### src/rtl/ccm_pass_scheduler_if.sv
// ccm_pass_scheduler_if
//   Bundles the host start/status signals, the kernel-reader and cluster
//   handshakes and the per-pass descriptor of ccm_pass_scheduler.
//   master : environment side (host, kernel reader, cluster array)
//   slave  : the scheduler itself
//   op_start, cfg_num_kernel             host -> scheduler
//   status, op_done, op_err              scheduler -> host
//   kern_rd_start / kern_rd_work         scheduler <-> kernel reader
//   cluster_start / cluster_work         scheduler <-> cluster array
//   kern_base, kern_count, pass_idx      current pass descriptor
interface ccm_pass_scheduler_if #(
  parameter int KERN_W = 8,
  parameter int CNT_W  = 5,
  parameter int PASS_W = 3
);
  logic              op_start;
  logic [KERN_W-1:0] cfg_num_kernel;
  logic              status;
  logic              op_done;
  logic              op_err;
  logic              kern_rd_start;
  logic              kern_rd_work;
  logic              cluster_start;
  logic              cluster_work;
  logic [KERN_W-1:0] kern_base;
  logic [CNT_W-1:0]  kern_count;
  logic [PASS_W-1:0] pass_idx;

  modport master (
    output op_start, cfg_num_kernel, kern_rd_work, cluster_work,
    input  status, op_done, op_err, kern_rd_start, cluster_start,
           kern_base, kern_count, pass_idx
  );

  modport slave (
    input  op_start, cfg_num_kernel, kern_rd_work, cluster_work,
    output status, op_done, op_err, kern_rd_start, cluster_start,
           kern_base, kern_count, pass_idx
  );
endinterface

### src/rtl/ccm_pass_scheduler.sv
// ccm_pass_scheduler
//   Sequencer for the CCM kernel-load / cluster-compute pair. One operation of
//   N kernels is split into passes of at most KERN_PER_PASS kernels; each pass
//   issues one kernel read, waits for it, then one cluster run, waits for it.
//   clk  : clock, rising edge
//   rst  : asynchronous active-high reset
//   bus  : ccm_pass_scheduler_if.slave (host, reader, cluster, pass descriptor)
module ccm_pass_scheduler #(
  parameter int KERN_W        = 8,
  parameter int KERN_PER_PASS = 16,
  parameter int MAX_PASS      = 8
) (
  input  logic                  clk,
  input  logic                  rst,
  ccm_pass_scheduler_if.slave   bus
);
  localparam int CNT_W    = $clog2(KERN_PER_PASS) + 1;
  localparam int PASS_W   = $clog2(MAX_PASS);
  localparam int MAX_KERN = MAX_PASS * KERN_PER_PASS;

  localparam logic [2:0] S_IDLE    = 3'd0;
  localparam logic [2:0] S_CHECK   = 3'd1;
  localparam logic [2:0] S_LD_REQ  = 3'd2;
  localparam logic [2:0] S_LD_WAIT = 3'd3;
  localparam logic [2:0] S_CL_REQ  = 3'd4;
  localparam logic [2:0] S_CL_WAIT = 3'd5;
  localparam logic [2:0] S_NEXT    = 3'd6;
  localparam logic [2:0] S_DONE    = 3'd7;

  logic [2:0]        state_q, state_d;
  logic [KERN_W-1:0] num_q,   num_d;
  logic [KERN_W-1:0] base_q,  base_d;
  logic [CNT_W-1:0]  cnt_q,   cnt_d;
  logic [PASS_W-1:0] pass_q,  pass_d;
  logic              err_q,   err_d;

  logic [KERN_W-1:0] base_next;
  logic [KERN_W:0]   pass_end;
  logic              num_bad;

  // Size of a pass given the kernels still outstanding.
  function automatic logic [CNT_W-1:0] clamp_cnt(input logic [KERN_W-1:0] rem);
    if (rem > KERN_W'(KERN_PER_PASS)) return CNT_W'(KERN_PER_PASS);
    else                               return CNT_W'(rem);
  endfunction

  assign base_next = base_q + KERN_W'(KERN_PER_PASS);
  // One extra bit so a full-size op (base 112 + 16 = 128) compares cleanly.
  assign pass_end  = {1'b0, base_q} + (KERN_W+1)'(cnt_q);
  assign num_bad   = (num_q == '0) || ({1'b0, num_q} > (KERN_W+1)'(MAX_KERN));

  always_comb begin
    state_d = state_q;
    num_d   = num_q;
    base_d  = base_q;
    cnt_d   = cnt_q;
    pass_d  = pass_q;
    err_d   = err_q;
    case (state_q)
      S_IDLE: begin
        if (bus.op_start) begin
          num_d   = bus.cfg_num_kernel;
          err_d   = 1'b0;
          state_d = S_CHECK;
        end
      end
      S_CHECK: begin
        if (num_bad) begin
          err_d   = 1'b1;
          state_d = S_DONE;
        end else begin
          pass_d  = '0;
          base_d  = '0;
          cnt_d   = clamp_cnt(num_q);
          state_d = S_LD_REQ;
        end
      end
      S_LD_REQ:  state_d = S_LD_WAIT;
      S_LD_WAIT: if (!bus.kern_rd_work) state_d = S_CL_REQ;
      S_CL_REQ:  state_d = S_CL_WAIT;
      S_CL_WAIT: if (!bus.cluster_work) state_d = S_NEXT;
      S_NEXT: begin
        if (pass_end == {1'b0, num_q}) begin
          state_d = S_DONE;
        end else begin
          pass_d  = pass_q + 1'b1;
          base_d  = base_next;
          cnt_d   = clamp_cnt(num_q - base_next);
          state_d = S_LD_REQ;
        end
      end
      S_DONE:  state_d = S_IDLE;
      default: state_d = S_IDLE;
    endcase
  end

  always_ff @(posedge clk or posedge rst) begin
    if (rst) begin
      state_q <= S_IDLE;
      num_q   <= '0;
      base_q  <= '0;
      cnt_q   <= '0;
      pass_q  <= '0;
      err_q   <= 1'b0;
    end else begin
      state_q <= state_d;
      num_q   <= num_d;
      base_q  <= base_d;
      cnt_q   <= cnt_d;
      pass_q  <= pass_d;
      err_q   <= err_d;
    end
  end

  assign bus.status        = (state_q != S_IDLE);
  assign bus.op_done       = (state_q == S_DONE);
  assign bus.kern_rd_start = (state_q == S_LD_REQ);
  assign bus.cluster_start = (state_q == S_CL_REQ);
  assign bus.op_err        = err_q;
  assign bus.kern_base     = base_q;
  assign bus.kern_count    = cnt_q;
  assign bus.pass_idx      = pass_q;
endmodule

### src/flat_wrapper.sv
// flat-port wrapper written by rule: the top's interface ports become plain ports
module ccm_pass_scheduler_flat 
#(
  parameter int KERN_W        = 8,
  parameter int KERN_PER_PASS = 16,
  parameter int MAX_PASS      = 8
)
  (clk, rst, bus_op_start, bus_cfg_num_kernel, bus_kern_rd_work, bus_cluster_work, bus_status, bus_op_done, bus_op_err, bus_kern_rd_start, bus_cluster_start, bus_kern_base, bus_kern_count, bus_pass_idx);
  ccm_pass_scheduler_if #(.KERN_W(KERN_W), .CNT_W(5), .PASS_W(3)) bus_i ();
  input  logic clk;
  input  logic rst;
  input wire logic [$bits(bus_i.op_start)-1:0] bus_op_start;
  input wire logic [$bits(bus_i.cfg_num_kernel)-1:0] bus_cfg_num_kernel;
  input wire logic [$bits(bus_i.kern_rd_work)-1:0] bus_kern_rd_work;
  input wire logic [$bits(bus_i.cluster_work)-1:0] bus_cluster_work;
  output wire logic [$bits(bus_i.status)-1:0] bus_status;
  output wire logic [$bits(bus_i.op_done)-1:0] bus_op_done;
  output wire logic [$bits(bus_i.op_err)-1:0] bus_op_err;
  output wire logic [$bits(bus_i.kern_rd_start)-1:0] bus_kern_rd_start;
  output wire logic [$bits(bus_i.cluster_start)-1:0] bus_cluster_start;
  output wire logic [$bits(bus_i.kern_base)-1:0] bus_kern_base;
  output wire logic [$bits(bus_i.kern_count)-1:0] bus_kern_count;
  output wire logic [$bits(bus_i.pass_idx)-1:0] bus_pass_idx;
  assign bus_i.op_start = bus_op_start;
  assign bus_i.cfg_num_kernel = bus_cfg_num_kernel;
  assign bus_i.kern_rd_work = bus_kern_rd_work;
  assign bus_i.cluster_work = bus_cluster_work;
  assign bus_status = bus_i.status;
  assign bus_op_done = bus_i.op_done;
  assign bus_op_err = bus_i.op_err;
  assign bus_kern_rd_start = bus_i.kern_rd_start;
  assign bus_cluster_start = bus_i.cluster_start;
  assign bus_kern_base = bus_i.kern_base;
  assign bus_kern_count = bus_i.kern_count;
  assign bus_pass_idx = bus_i.pass_idx;
  ccm_pass_scheduler #(.KERN_W(KERN_W), .KERN_PER_PASS(KERN_PER_PASS), .MAX_PASS(MAX_PASS)) u_core (.clk(clk), .rst(rst), .bus(bus_i));
endmodule
### config.mk
export PLATFORM = sky130hd
export DESIGN_NAME = ccm_pass_scheduler_flat
export DESIGN_NICKNAME = d
export VERILOG_FILES = /design/src/rtl/ccm_pass_scheduler_if.sv /design/src/rtl/ccm_pass_scheduler.sv /design/src/flat_wrapper.sv
export SDC_FILE = /design/constraint.sdc
export NUM_CORES = 1
export LEC_CHECK = 0
export CORE_MARGIN = 2
export CORE_UTILIZATION = 50
export DETAILED_ROUTE_END_ITERATION = 8
export PLACE_DENSITY = 0.88
export SLEW_MARGIN = 20
export SYNTH_ARGS = -nofsm -noshare
export SYNTH_HDL_FRONTEND = slang
export SYNTH_SLANG_ARGS = --single-unit
### constraint.sdc
create_clock -name clk -period 7.1 [get_ports clk]
set_clock_uncertainty 0.2 [all_clocks]
set_input_delay 1.42 -clock clk [delete_from_list [all_inputs] [get_ports clk]]
set_output_delay 1.42 -clock clk [all_outputs]
set_load 0.05 [all_outputs]
; Word-level counts from Yosys, hierarchy flattened
; Index checks and enable logic that the tools add are counted.
[totals]
ff_bits = 28
input_bits = 13
output_inout_bits = 21
word_cells = 57
[op_classes]
add_sub_neg = 4
magnitude_cmp = 3
n_eq_ne = 14
muxes = 20
reduce_logical = 10
[op_table]
columns = cell, n
row1 = 3-bit one-hot mux with 8 select lines, 1
row2 = 3-bit two-way mux, 7
row3 = 5-bit two-way mux, 4
row4 = 8-bit by 5-bit greater-than comparator with 1-bit output (second input constant), 2
row5 = 8-bit two-way mux, 2
row6 = 8-bit one-hot mux with 2 select lines, 1
row7 = 3-bit equality test (second input constant), 4
row8 = 2-bit inequality test (second input constant), 5
row9 = 5-bit one-hot mux with 2 select lines, 1
row10 = 8-bit by 5-bit adder with 9-bit output, 1
row11 = 9-bit by 8-bit equality test with 1-bit output, 1
row12 = 3-bit AND reduction, 3
row13 = 8-bit by 5-bit adder with 8-bit output (second input constant), 1
row14 = 8-bit greater-than comparator (second input constant), 1
row15 = 8-bit logical NOT, 1
row16 = 8-bit subtractor, 1
row17 = 3-bit by 2-bit equality test with 1-bit output (second input constant), 2
row18 = 3-bit one-hot mux with 2 select lines, 1
row19 = 2-bit nonzero test, 2
row20 = 3-bit by 1-bit adder with 3-bit output (second input constant), 1
row21 = 3-bit by 1-bit equality test with 1-bit output (second input constant), 1
row22 = 3-bit logical NOT, 1
row23 = 3-bit nonzero test, 1
row24 = 1-bit two-way mux, 2
row25 = other kinds (4), 4

; Longest topological paths before layout
; Gate-level depths: netlist (run 1).
[logic_depth]
depth_word = 6
depth_mapped = 9
mapped_depth_nobuf = 9

; Least setup slack after synthesis (run 1)
; OpenSTA, ideal clock, no wires.
[synth_timing]
path_kind = register -> output
from = register u_core.state_q[1]
to = output port bus_kern_rd_start
arrival_ps = 1634
required_time_ps = 5480
slack_ps = 3846
stages_incl_launch_ff = 3
path_buffers = 0
cell_sequence = dfrtp_1 > inv_1 > nor3_1
[synth_via]
elab_chain_cells = 1
[synth_rtl]
columns = item, line
row1 = start: declaration, ccm_pass_scheduler.sv:30  ; logic [2:0] state_q, state_d;
row2 = start signal: assignment, ccm_pass_scheduler.sv:106  ; state_q <= state_d;
row3 = 3-bit by 2-bit equality test with 1-bit output, ccm_pass_scheduler.sv:117  ; assign bus.kern_rd_start = (state_q == S_LD_REQ);
row4 = end: declaration, flat_wrapper.sv:19  ; output wire logic [$bits(bus_i.kern_rd_start)-1:0] bus_kern_rd_start;
; No other way between the ends.

; Final worst setup path (run 1)
; Same ends and word-level chain as after synthesis.

==> results of run 1 <==
routing by layer:
metal  up-vias  part of all wire [%]  global-route usage, %
met2        37                    48                   31.8
met3         8                   5.1                   5.25
met1       629                    45                   27.5
met4         0                   1.4                   4.04
met5         -                     0                      0
li1        659                     -                      -
cells in the final DEF, fill, tap and decap left out, drive strengths merged, types with 3 or more instances in the layout:
| cell | instances |
|---|---|
| nand2b | 3 |
| o22ai | 3 |
| clkdlybuf4s50 | 29 |
| xor2 | 6 |
| inv | 10 |
| clkbuf | 3 |
| xnor2 | 11 |
| nand2 | 5 |
| or3 | 3 |
| ha | 8 |
| a21oi | 15 |
| nand3 | 3 |
| conb | 6 |
| dfrtp | 24 |
| mux2 | 8 |
| nor2 | 15 |
| o21ai | 11 |
power by group through the flow:
stage	Clock (mW)	Combinational (mW)	Sequential [mW]
detailed placement	0	0.558	0.284
floorplan	0	0.394	0.345
CTS	0.105	0.562	0.281
global route	0.108	0.619	0.294
global placement	0	0.548	0.278
finish	0.102	0.562	0.282
area by class of cell:
class | count | area share, %
Clock buffer | 3 | 1.14
Tap cell | 44 | 2.78
Sequential cell | 24 | 30.3
Clock inverter | 1 | 1.52
Multi-Input combinational cell | 133 | 47.7
Timing Repair Buffer | 29 | 14.7
Inverter | 10 | 1.90
state kept, by name (all words and copies together), names as in the netlist:
name	flops
u_core.bus.op_err	1
u_core.state_q	3
u_core.bus.pass_idx	3
u_core.bus.kern_count	5
u_core.bus.kern_base	4
u_core.num_q	8
cells by family (layout without fill, tap and decap cells):
| group | Yosys count | in the layout |
|---|---|---|
| buffers and inverters | 20 | 43 |
| DFF | 24 | 24 |
| other | 2 | 6 |
| muxes | 9 | 9 |
| AOI/OAI and AO/OA | 42 | 42 |
| adders and majority gates | 8 | 8 |
| xor gates and xnor gates | 17 | 17 |
| and+or+nand+nor | 51 | 51 |
metrics by stage:
| stage | setup slack (ns) | instances |
|---|---|---|
| detailed placement | 3.86 | 240 |
| finish | 3.48 | 244 |
| CTS | 3.48 | 244 |
| floorplan | 3.85 | 177 |
| global placement | 3.91 | 240 |
| global route | 3.39 | 244 |
worst paths after layout:
check	to	slack, ns	cells after the start
worst min-delay path	u_core.bus.op_err$_DFFE_PP0P_	0.30	1
worst min register to register	u_core.bus.op_err$_DFFE_PP0P_	0.30	1
max in group asynchronous	u_core.bus.kern_count[0]$_DFFE_PP0P_	4.78	2
min in group asynchronous	u_core.bus.kern_count[3]$_DFFE_PP0P_	1.36	2
worst max register to register	u_core.bus.kern_count[4]$_DFFE_PP0P_	4.05	9
worst max-delay path	bus_kern_rd_start	3.48	3
==> summary.md, run 1 <==
| Metric | Value |
|---|---|
| Site Rows | 20 |
| CP Class | reg2out |
| Layout area overhead | 21.6% |
| NetSw | 0.457 mW |
| Warning count from the yosys run | 0 |
| Layout cell share with drive strength beyond 1 | 12.0% |
| Root buf cell | clkbuf_4 |
| Ys async rst share | 100% |
| Clock buffer depth | 2 |
| RSZ-0062 raised after global routing | no |
| ANT nets after route | 0 |
| Setup TNS | 0 ns |
| Vias | 1333 |
| Mapped cell area | 1630 um^2 |
| Reg2reg start | u_core.bus.kern_base[5]$_DFFE_PP0P_ |
| Hold-fix buffers at CTS | 0 |
| Synth unique cells | 49 |
| Area post-placement | 1930 um^2 |
| Chip Height | 61.1 um |
| Crit path max fanout | 7 |
| Crit-path slowest cell | clkdlybuf4s50_1 |
| DP Wirelength | 2540 um |
| Max Slew Vio Count | 0 |
| Hold Path Origin | u_core.bus.op_err$_DFFE_PP0P_ |
| Final #Nets | 222 |
| Crit path cell chain | inv_1 > nor3_1 > clkdlybuf4s50_1 |
| Initial Utilization | 52.9% |
| Synthesized area per cell | 9.42 um^2 |
| PortBufs | 29 |
| Clock power frac | 10.8% |
| Final period util | 51.0% |
| Die area | 3730 um^2 |
| PD cells | 477 nW/um^2 |
| Overall routing resource usage | 19.9% |
| Max VDD drop | 0.291 mV |
| Clock transition at the registers of the reported paths | 0.13 ns |
| Max Freq | 0.276 GHz |
| HP Class | reg2reg |
| Initial antenna violation count | 0 |
| Most used DFF post-synth | dfrtp_1 |
| Clk_lat worst skew | 0.33 ns |
| Post_cts resized | 0 |
| DRC violations left | 0 |
| Grt ovf | 0 |
| Worst Path Arrival | 2.00 ns |
| Min Tclk post-route | 3.62 ns |
| Yosys top cell area share | 36.9% |
| Yosys top cell by area | dfrtp_1 |
| Most frequent cell after synthesis | dfrtp_1 |
| Hold Slack | 0.305 ns |
| Overall power | 0.946 mW |
| Top post-synthesis cells by count | dfrtp_1, nor2_1, a21oi_1 |
| Top post-synthesis cells by area | dfrtp_1, ha_1, xnor2_1, mux2_2, a21oi_1 |
| Status | completed |
| # diodes | 0 |
| Final Util | 64.3% |
| Per-cell routed wire length | 13.4 um |
| WP buf/inv | 2 |
| Crit. Startpoint | u_core.state_q[1]$_DFFE_PP0P_ |
| Post-Syn Instances | 173 |
| Htree depth | 1 |
| Synth Area in Adders | 6.14% |
| Crit start category | flip-flop |
| Core ar. | 3080 um^2 |
| Hold Fails Final Rpt | 0 |
| Critical path's top delay family | buffers and inverters |
| Setup-failing EPs final | 0 |
| Switching share of power | 48.4% |
| Setup bufs post-CTS | 0 |
| Max cap viols | 0 |
| Mux share of post-synthesis cell area | 6.37% |
| CP endpoint kind | output pin |
| # clock sinks | 24 |
| Leakage power | 0.836 nW |
| Sequential power share | 29.8% |
| GP Congestion | 0.805 |
| Top Ports | 34 |
| Total iterations of the first detailed-routing run | 4 |
| Post-synthesis compound-gate area fraction | 16.1% |
| Synth Area in XOR/XNOR | 9.14% |
| Total CTS buffers | 3 |
| Area occupied by multi-input gates | 945 um^2 |
| DRT iter0 DRCs | 35 |
| Pin count of the biggest net entering global routing | 25 |
| Number of fill cells | 254 |
| Number of global-route vias before repair | 1222 |
| Routed wire length | 3270 um |
| Post-synthesis sequential area ratio | 36.9% |
| First-pass GRT wire length | 5620 um |
| Rel. slew slack | 40.2% |
| Vias/cell | 5.46 |
| Synth Register Bits | 24 |
| Largest family of logic cells by synthesized area | simple AND/OR/NAND/NOR gates |
| CTS tree | yes |
| Design area | 1980 um^2 |
| Req. time, crit path | 5.48 ns |
| Logic gate share of total power | 59.4% |
| Sequential Area | 601 um^2 |
| Least-Margin Pin Slew | 0.895 ns |
| Crit path largest cell delay | 0.83 ns |
| P_int | 0.488 mW |
| Die Wd | 61.1 um |
| Simple-gate share of the synthesized area | 18.9% |
| EDFF count, synth | 0 |
Note: power is estimated with default switching activity, not from simulation.
==> inputs of run 2 (changes only) <==
CORE_UTILIZATION = 46   (was 50)
PLACE_DENSITY = 0.86   (was 0.88)
clock period = 2.9 ns   (was 7.1 ns; I/O delays follow)
==> summary.md, run 2 (synthesis results as in run 1) <==
| Metric | Value |
|---|---|
| Top Ports | 34 (unchanged) |
| Layout area overhead | 24.1% |
| RSZ-0062 raised after global routing | yes |
| PortBufs | 29 (unchanged) |
| Worst Path Arrival | 2.91 ns (+0.91 ns) |
| Site Rows | 21 (+5.0%) |
| Per-cell routed wire length | 14.1 um (+5.0%) |
| Core ar. | 3360 um^2 (+9.3%) |
| NetSw | 1.18 mW (+160%) |
| Max reg flops | 8 (unchanged) |
| Req. time, crit path | 2.97 ns (-2.51 ns) |
| P_int | 1.26 mW (+160%) |
| Die area | 4030 um^2 (+8.1%) |
| DRT iter0 DRCs | 66 (+89%) |
| PD cells | 1210 nW/um^2 (+150%) |
| Initial antenna violation count | 0 (unchanged) |
| Switching share of power | 48.4% (+0.058 points) |
| Htree depth | 1 (unchanged) |
| Initial Utilization | 48.4% (-4.5 points) |
| Least-Margin Pin Slew | 0.501 ns (-0.395 ns) |
| CP endpoint kind | flip-flop |
| Die Wd | 63.5 um (+4.0%) |
| Clock power frac | 10.2% (-0.6 points) |
| DP Wirelength | 2650 um (+4.3%) |
| Logic gate share of total power | 61.9% (+2.5 points) |
| Max Slew Vio Count | 0 (unchanged) |
| Final #Nets | 227 (+2.3%) |
| Leakage power | 0.860 nW (+2.9%) |
| Register-to-Register Path Depth | 10 (+1) |
| Most frequent cells in the layout | clkdlybuf4s50_1, dfrtp_1, nor2_1 |
| ANT nets after route | 0 (unchanged) |
| Root buf cell | clkbuf_4 |
| Chip Height | 63.5 um (+4.0%) |
| Hold Fails Final Rpt | 0 (unchanged) |
| # clock sinks | 24 (unchanged) |
| # diodes | 0 (unchanged) |
| CTS tree | yes |
| Status | completed |
| Area post-placement | 1970 um^2 (+2.1%) |
| Max Freq | 0.352 GHz |
| Register name with the most flops | u_core.num_q |
| GP Congestion | 0.897 (+11%) |
| Hold Slack | 0.304 ns (-0.00103 ns) |
| Number of fill cells | 301 (+19%) |
| Clock transition at the registers of the reported paths | 0.15 ns (+0.02 ns) |
| First-pass GRT wire length | 5980 um (+6.5%) |
| Max VDD drop | 0.641 mV (+120%) |
| Most common cell after layout, fill and taps aside | clkdlybuf4s50_1 |
| Grt ovf | 0 (unchanged) |
| Post_cts resized | 0 (unchanged) |
| Crit start category | flip-flop |
| Rel. slew slack | 66.5% (+26 points) |
| Max cap viols | 0 (unchanged) |
| Clock buffer depth | 2 (unchanged) |
| Clk_lat worst skew | 0.32 ns (about the same) |
| Overall routing resource usage | 18.4% (-1.5 points) |
| Total iterations of the first detailed-routing run | 4 (unchanged) |
| Routed wire length | 3540 um (+8.0%) |
| Crit path max fanout | 6 (-1) |
| CP Class | reg2reg |
| Vias | 1327 (-0.45%) |
| Hold-fix buffers at CTS | 0 (unchanged) |
| Vias/cell | 5.29 (-3.2%) |
| HP Class | reg2reg |
| DRC violations left | 0 (unchanged) |
| Number of global-route vias before repair | 1255 (+2.7%) |
| Pin count of the biggest net entering global routing | 15 (-40%) |
| Total CTS buffers | 3 (unchanged) |
| Layout cell share with drive strength beyond 1 | 14.6% (+2.6 points) |
| Setup bufs post-CTS | 0 (unchanged) |
| Sequential power share | 27.9% (-1.9 points) |
| Final period util | 97.9% |
| Min Tclk post-route | 2.84 ns |
| Hold Path Depth | 1 (unchanged) |
| Design area | 2020 um^2 (+2.1%) |
| Setup-failing EPs final | 0 (unchanged) |
[run 2: power groups by stage]
stage	Sequential [mW]	Combinational, mW	Clock [mW]
after global routing	0.710	1.64	0.273
after floorplan	0.845	0.964	0
after CTS	0.681	1.51	0.253
after global placement	0.678	1.48	0
final	0.683	1.51	0.250
after detailed placement	0.688	1.50	0
[run 2: path summary, 6_finish.rpt]
check,startpoint,end,slack (ns)
setup / recovery,u_core.bus.kern_base[4]$_DFFE_PP0P_,u_core.bus.kern_count[0]$_DFFE_PP0P_,0.06
hold / removal,u_core.bus.op_err$_DFFE_PP0P_,u_core.bus.op_err$_DFFE_PP0P_,0.30
setup reg to reg,u_core.bus.kern_base[4]$_DFFE_PP0P_,u_core.bus.kern_count[0]$_DFFE_PP0P_,0.06
hold reg to reg,u_core.bus.op_err$_DFFE_PP0P_,u_core.bus.op_err$_DFFE_PP0P_,0.30
max in group asynchronous,rst,u_core.num_q[4]$_DFFE_PP0P_,1.58
min in group asynchronous,rst,u_core.num_q[2]$_DFFE_PP0P_,0.35
[run 2: critical path, cell delays in order, from the launching register on]
cell	delay (ns)
dfrtp_2	0.48
ha_1	0.29
inv_1	0.05
ha_1	0.31
xor2_1	0.15
a2111oi_0	0.43
a21oi_1	0.15
nor4_1	0.29
buf_4	0.19
or2_2	0.11
a31o_2	0.15
[run 2: per-layer routing]
metal / up-vias / routed length, um / global-route usage (%)
met1: 620 / 1630 / 24.5
met2: 42 / 1750 / 30.9
met3: 2 / 143 / 2.68
li1: 663 / - / -
met5: - / 0 / 0
met4: 0 / 13 / 5.16
[run 2: layout make-up]
cell class	count	area (um^2)	area share, %
clock buffers	3	22.5	1.11
clock inverters	1	30.0	1.49
inverters	10	37.5	1.86
multi-input cells	133	945	46.7
flip-flops and latches	24	602	29.8
well taps	46	57.6	2.85
repair buffers	34	328	16.2
[run 2: metrics by stage]
step	setup TNS (ns)	power, mW	instances	utilization (%)	worst slack, ns
after floorplan	0	1.81	177	-	0.0258
after global placement	0	2.16	247	58.6	0.248
after detailed placement	0	2.19	247	58.6	0.175
after CTS	0	2.45	251	60.1	0.0976
after global routing	-0.113	2.62	251	60.1	-0.0318
final	0	2.45	251	60.1	0.0613
==> inputs of run 3 (changes only) <==
HOLD_SLACK_MARGIN = 0.06   (was unset)
==> results of run 3 <==
No change in the layout: final DEF, timing and power equal those of run 2.
